### config.mk
export PLATFORM = sky130hd
export DESIGN_NAME = zintack
export DESIGN_NICKNAME = d
export VERILOG_FILES = /design/src/rtl/zintack_pkg.sv /design/src/rtl/zintack_fetch.sv /design/src/rtl/zintack.sv
export SDC_FILE = /design/constraint.sdc
export NUM_CORES = 1
export LEC_CHECK = 0
export ABC_AREA = 1
export ABC_CLOCK_PERIOD_IN_PS = 3900
export BUFFER_PORTS_ARGS = -buffer_cell sky130_fd_sc_hd__buf_4
export CAP_MARGIN = 20
export CORE_ASPECT_RATIO = 1.25
export CORE_MARGIN = 2
export CORE_UTILIZATION = 55
export DETAILED_ROUTE_END_ITERATION = 10
export GPL_ROUTABILITY_DRIVEN = 1
export PLACE_DENSITY = 0.83
export SKIP_LAST_GASP = 1
export SYNTH_ARGS = -nofsm -noshare
export SYNTH_HDL_FRONTEND = slang
export SYNTH_HIERARCHICAL = 1
export SYNTH_SLANG_ARGS = --single-unit
### constraint.sdc
create_clock -name clk -period 3.9 [get_ports clk]
set_input_delay 0.39 -clock clk [delete_from_list [all_inputs] [get_ports clk]]
set_output_delay 0.39 -clock clk [all_outputs]
set_load 0.1 [all_outputs]
### src/rtl/zintack_pkg.sv
// zintack shared definitions: Z80 opcode bytes the decoder recognises and
// the RETI/RETN decode FSM state encoding.
package zintack_pkg;

    localparam logic [7:0] OP_ED   = 8'hED;
    localparam logic [7:0] OP_RETI = 8'h4D;
    localparam logic [7:0] OP_RETN = 8'h45;
    localparam logic [7:0] OP_DD   = 8'hDD;
    localparam logic [7:0] OP_FD   = 8'hFD;

    typedef enum logic {
        IDLE = 1'b0,
        ED   = 1'b1
    } dec_state_t;

endpackage

### src/rtl/zintack_fetch.sv
// zintack_fetch: Z80 bus front end. Registers the INTA condition into the
// intack level and turns the trailing edge of an M1 memory read into a
// one-clk fetch strobe with the latched opcode byte.
module zintack_fetch (
    input  logic       clk,
    input  logic       res,
    input  logic       m1_n,
    input  logic       iorq_n,
    input  logic       mreq_n,
    input  logic [7:0] di,
    output logic       intack,
    output logic [7:0] op,
    output logic       fetch
);

    logic mreq_q;
    logic fetch_edge;

    // An opcode fetch ends when /MREQ rises during M1 with /IORQ idle;
    // INTA cycles keep /IORQ low, so they can never look like a fetch.
    assign fetch_edge = mreq_n & ~mreq_q & ~m1_n & iorq_n;

    // Register the INTA condition, the previous /MREQ level and the opcode.
    always_ff @(posedge clk or posedge res) begin
        if (res) begin
            intack <= 1'b0;
            mreq_q <= 1'b1;
            op     <= 8'h00;
            fetch  <= 1'b0;
        end else begin
            intack <= ~m1_n & ~iorq_n;
            mreq_q <= mreq_n;
            fetch  <= fetch_edge;
            if (fetch_edge) begin
                op <= di;
            end
        end
    end

endmodule

### src/rtl/zintack.sv
// zintack: CPU-side interrupt acknowledge unit. Produces intack, supplies
// the IM2 vector during INTA, decodes RETI/RETN and tracks nesting depth.
// Optional feature macro: ZINTACK_RETN_EN (RETN strobe and nest decrement).
module zintack
    import zintack_pkg::*;
#(
    parameter int NEST_W   = 3,
    parameter int VECT_DLY = 2
) (
    input  logic              clk,
    input  logic              res,
    input  logic              m1_n,
    input  logic              iorq_n,
    input  logic              mreq_n,
    input  logic [7:0]        di,
    input  logic [7:0]        im2vect,
    output logic              intack,
    output logic              vect_oe,
    output logic [7:0]        dout,
    output logic              reti,
    output logic              retn,
    output logic [NEST_W-1:0] nest,
    output logic              in_isr
);

    localparam logic [2:0]        CAP_AT   = 3'(VECT_DLY - 1);
    localparam logic [NEST_W-1:0] NEST_MAX = '1;

    logic [7:0]  op;
    logic        fetch;
    logic        intack_d;
    logic        intack_fall;
    logic [2:0]  dly_cnt;
    logic        vect_q;
    logic        reti_c;
    logic        retn_c;
    logic        nest_inc;
    logic        nest_dec;
    dec_state_t  state;
    dec_state_t  state_nxt;

    zintack_fetch u_fetch (
        .clk    (clk),
        .res    (res),
        .m1_n   (m1_n),
        .iorq_n (iorq_n),
        .mreq_n (mreq_n),
        .di     (di),
        .intack (intack),
        .op     (op),
        .fetch  (fetch)
    );

    // Delayed intack for rise/fall detection.
    always_ff @(posedge clk or posedge res) begin
        if (res) begin
            intack_d <= 1'b0;
        end else begin
            intack_d <= intack;
        end
    end

    assign intack_fall = intack_d & ~intack;

    // Count clks of intack high and capture the vector once the
    // controller's vector-select latch has settled.
    always_ff @(posedge clk or posedge res) begin
        if (res) begin
            dly_cnt <= 3'd0;
            vect_q  <= 1'b0;
            dout    <= 8'h00;
        end else if (!intack) begin
            dly_cnt <= 3'd0;
            vect_q  <= 1'b0;
        end else if (!vect_q) begin
            if (dly_cnt == CAP_AT) begin
                vect_q <= 1'b1;
                dout   <= im2vect;
            end else begin
                dly_cnt <= dly_cnt + 3'd1;
            end
        end
    end

    // Gating with intack releases the bus the same clk intack drops.
    assign vect_oe = vect_q & intack;

    // Decode FSM state register.
    always_ff @(posedge clk or posedge res) begin
        if (res) begin
            state <= IDLE;
        end else begin
            state <= state_nxt;
        end
    end

    // Next state and return strobes, advanced by opcode fetches only.
    always_comb begin
        state_nxt = state;
        reti_c    = 1'b0;
        retn_c    = 1'b0;
        if (fetch) begin
            case (state)
                IDLE: begin
                    state_nxt = (op == OP_ED) ? ED : IDLE;
                end
                ED: begin
                    if (op == OP_RETI) begin
                        reti_c    = 1'b1;
                        state_nxt = IDLE;
                    end else if (op == OP_RETN) begin
`ifdef ZINTACK_RETN_EN
                        retn_c    = 1'b1;
`endif
                        state_nxt = IDLE;
                    end else if (op == OP_ED) begin
                        state_nxt = ED;
                    end else begin
                        state_nxt = IDLE;
                    end
                end
                default: begin
                    state_nxt = IDLE;
                end
            endcase
        end
    end

    assign reti     = reti_c;
    assign retn     = retn_c;
    assign nest_inc = intack_fall & vect_q;
    assign nest_dec = reti_c | retn_c;

    // Saturating nesting counter; simultaneous entry and return cancel.
    always_ff @(posedge clk or posedge res) begin
        if (res) begin
            nest <= '0;
        end else if (nest_inc && !nest_dec) begin
            if (nest != NEST_MAX) begin
                nest <= nest + 1'b1;
            end
        end else if (nest_dec && !nest_inc) begin
            if (nest != '0) begin
                nest <= nest - 1'b1;
            end
        end
    end

    assign in_isr = (nest != '0);

endmodule

* Word level (Yosys, flattened, before mapping)
Cells that the tools add are included.
Storage, ports and cells: register bits after elaboration 28, input bits 21, output and inout bits 16
Cells by class: $add $sub $neg 3, equality and inequality tests 8, muxes and demuxes 17, bitwise operators 13, reductions and logical operators 10
Operator list (number):
- 3-bit two-way mux | 7
- 8-bit by 7-bit == test with 1-bit output (second input constant) | 2
- 1-bit two-way mux | 9
- 8-bit == test (second input constant) | 1
- 1-bit AND | 7
- 3-bit by 1-bit adder with 3-bit output (second input constant) | 2
- 1-bit inverter | 6
- 3-bit AND reduction | 2
- 2-bit inequality test (second input constant) | 2
- 2-bit nonzero test | 2
- 3-bit by 1-bit == test with 1-bit output (second input constant) | 1
- 3-bit inequality test (second input constant) | 1
- 3-bit nonzero test | 1
- 3-bit by 1-bit subtractor with 3-bit output (second input constant) | 1
- 1-bit logical AND | 2
- 1-bit zero test | 2
- 2-bit by 1-bit inequality test with 1-bit output (second input constant) | 1
- 1-bit one-hot mux with 2 select lines | 1
- 2-bit AND reduction | 1

* Depth between registers and ports, before layout
depth in word-level cells 8, depth in mapped cells 12, mapped depth without buffers 12

* Cells and area by module
Netlist, hierarchy kept.
By module, submodules not included:
- zintack | instances 1, cells each 104, area an instance 908.4 µm², sequential area each 425.4 µm²
- zintack_fetch | instances 1, cells each 42, area an instance 427.9 µm², sequential area each 276.5 µm²

* Worst setup path before layout
Ideal clock, no wire load.
path kind register to register, start point reg nest[0], end point reg nest[0], setup time 0.127 ns, arrival 2.480 ns, slack 1.293 ns, cell stages (with the launch flop) 7, period minus slack after synthesis 2.607 ns, cell sequence dfrtp_1 > inv_1 > nand3_1 > nand4_1 > nand2_1 > nand2_1 > xor2_1
Between the ends: elaborated cells on any way between the ends 11
RTL lines:
- start: declaration | line zintack.sv:22 | output logic [NEST_W-1:0] nest,
- start signal: assignment | line zintack.sv:140 | nest <= nest + 1'b1;
- start signal: assignment | line zintack.sv:144 | nest <= nest - 1'b1;
- 3-bit nonzero test
- net in_isr | line zintack.sv:23 | output logic in_isr
- 2-bit nonzero test (no line)
- 3-bit AND reduction (no line)
The timed path passes the listed nets, and every way through them passes these cells. The select of a mux whose other input is x is not followed. A chain may end at the register's enable or synchronous reset.

* Final worst setup path
start point reg u_fetch.op[5], end point out reti
Between the ends: cells in the longest elaborated chain, start to end 4
Ends and longest elaborated chain:
- start: declaration | line zintack_fetch.sv:12 | output logic [7:0] op,
- start signal: assignment | line zintack_fetch.sv:35 | op <= di;
- 8-bit by 7-bit == test with 1-bit output | line zintack.sv:108 | if (op == OP_RETI) begin
- 1-bit two-way mux | line zintack.sv:108
- 1-bit two-way mux | line zintack.sv:103 | case (state)
- 1-bit two-way mux | line zintack.sv:102 | if (fetch) begin
- end: declaration | line zintack.sv:20 | output logic reti,
Every way passes these cells.

==> results.md <==
- Status: finished clean
- Slew HR: 57.61%
- Detailed Route WL: 2366 microns
- Net count after synthesis: 170
- GPL Wtd Cong: 0.7338
- Cts hold-fix bufs: 0
- Initial antenna violation count: 0
- Final worst-path cycle share: 49.03%
- Worst Hold Class: primary input to asynchronous set/reset pin
- Core ar.: 2258 sq um
- Critical path data arrival time: 1.52 ns
- Post-synth EDFFs: 0
- DR pass1 iterations: 4
- Critical path class: register to output pin
- Initial Util: 59.17%
- Global-route wire length before repair: about 4000 microns
- Post_cts resized: 0
- FILL cells: 178
- Fin. Hold Viols: 0
- H-tree Lvls: 1
- Mapped Cells: 146
- Vias per inst: just under 5
- Final Setup Violations: 0
- Post-DP HPWL: 1898 microns
- YS warnings: 6
- Die Y-Extent: 59.11 microns
- CTS tree: yes
- Area Overhead vs Synth: 21.63%
- Port bufs: 35
- Final Skew: 0.006185 ns
- FF+latch count, synth: 28
- Leak Pwr: 0.9057 nW
- FMAX: 0.5230 GHz
- WP data required: 3.51 ns
- # DRC: 0
- TritonCTS Sinks: 28
- DRT antenna net count: 0
- IO Pins: 37
- Wire per inst: approximately 11 microns
- Setup bufs post-CTS: 0
- TritonCTS Buffers: 3
- ANT cells: 0
- FFs w/ async S/R, synth: 100.0%
- Post-Syn Area: 1336 sq um
- Clk slew on worst S/H paths: 0.14 ns
- Maxcap violations: 0
- Die Area: 2842 sq um
- Count of cell types in the netlist: 27
- Setup TNS: 0 ns
- Largest net degree at the start of global routing: 18
- CP startpoint kind: register
- Reg2Reg Depth: 11
- Pwr/cell area: approximately 660 nW/um^2
- Clock Tree Buf Depth: 2
- Syn Area/Cell: roughly 9.2 sq um
- Layout cells sized above 1: a little over 30%
- Synth Flop Type: dfrtp_1
- RSZ-0062 raised after global routing: false
- Die width: 48.09 microns
- Critical path fanouts, max: 4
- Via count: around 1100
- Power Total: 1.075 mW
- Fin crit period: 1.912 ns
- Slew of the pin with the lowest slew margin: 0.6351 ns
- Clock Latency Late Sink: about 0.33 ns
- Rows: 19
- CP Capture Type: output pin
- Gr usage total: 19.89%
- Seq/Total Area, Yosys: 52.53%
- Fin nets: 207
- Congestion Overflow GR: 0
- Vias in the first global route: 1049
- IR drop worst, VDD: 0.4234 mV
- Initial DRC Count: 13
- Fin. max-slew vios: 0
- Root Buffer: clkbuf_4
## layout make-up
class	instances	area, sq um	area share [%]
clock buffer	4	26.28	1.617
tap	31	38.79	2.386
inverter	28	106.4	6.543
sequential	28	701.9	43.19
timing repair buffer	35	262.8	16.17
multi-input combinational	87	489.2	30.10
## layout by cell type (no fill, tap or decap), types with 2 or more instances in the layout
master,n
nand3_1,15
dfrtp_1,27
o21ai_0,2
inv_1,26
nand4_1,3
o21ai_2,9
clkbuf_4,3
ha_1,2
buf_4,35
nor2_1,3
nand2_1,40
nand2_2,2
## metrics by stage
stage	instance area (sq um)	utilization, %	hold slack [ns]	instances	setup WS (ns)
6_report	1625	71.97	0.02759	213	1.988
5_1_grt	1625	71.97	0.05115	213	1.827
4_1_cts	1625	71.97	0.04551	213	1.970
3_5_place_dp	1599	70.80	0.4157	209	2.172
3_3_place_gp	1599	70.80	0.4103	209	2.292
2_1_floorplan	1336	-	0.2417	146	1.293
## registers in the layout (all words and copies together) (netlist names)
register        count
dout                8
u_fetch/op          8
dly_cnt             3
nest                3
intack_d            1
state               1
u_fetch/fetch       1
u_fetch/intack      1
u_fetch/mreq_q      1
vect_q              1
## worst max-delay path, cell delays in order, from the launching register on
cell,delay (ns)
dfrtp_1,0.43
inv_1,0.06
nand3_1,0.06
nor2_1,0.13
nand2_1,0.14
inv_1,0.09
buf_4,0.28
## worst paths after layout
| path | start | to | slack [ns] |
|---|---|---|---|
| setup / recovery | u_fetch/op[5]$_DFFE_PP0P_ | reti | 1.99 |
| hold / removal | res | u_fetch/fetch$_DFF_PP0_ | 0.03 |
| setup reg to reg | u_fetch/intack$_DFF_PP0_ | nest[2]$_DFFE_PP0P_ | 2.15 |
| hold reg to reg | u_fetch/fetch$_DFF_PP0_ | state$_DFFE_PP0P_ | 0.46 |
| max in group asynchronous | res | dly_cnt[0]$_DFFE_PP0P_ | 3.36 |
| min in group clk | mreq_n | u_fetch/mreq_q$_DFF_PP1_ | 0.16 |
## metal layers
metal | wire (microns) | vias to the layer above | track usage [%]
met5 | 0 | - | 0
met4 | 59 | 0 | 9.266
met3 | 104 | 4 | 1.829
met2 | 1341 | 33 | 38.67
met1 | 861 | 493 | 19.32
li1 | - | 522 | -
## synth_stat cells, types with 2 or more instances
library cell | number | area [sq um]
o21ai_0 | 2 | 10.01
o21ai_2 | 9 | 78.83
nand2_1 | 40 | 150.1
nor2_1 | 3 | 11.26
inv_1 | 26 | 97.59
dfrtp_1 | 27 | 675.7
nand3_1 | 15 | 75.07
nand2_2 | 2 | 12.51
nand4_1 | 3 | 18.77
ha_1 | 2 | 25.02
## power breakdown
group	switching, mW	leakage [nW]	internal, mW
clock	0.0816	0.0150	0.0402
combinational	0.442	0.537	0.120
sequential	0.0429	0.353	0.348
total	0.567	0.906	0.508
## kinds of logic (layout without fill, tap and decap cells)
group / Yosys count / in the layout / synth area share [%]
fa+ha+maj: 3 / 3 / 3.371
buf+inv: 31 / 67 / 10.86
flops: 28 / 28 / 52.53
xor+xnor: 1 / 1 / 0.6556
other cells: 1 / 1 / 0.2806
simple gates: 67 / 67 / 23.59
compound gates: 15 / 15 / 8.708
Power figures use the tool's default switching activity.
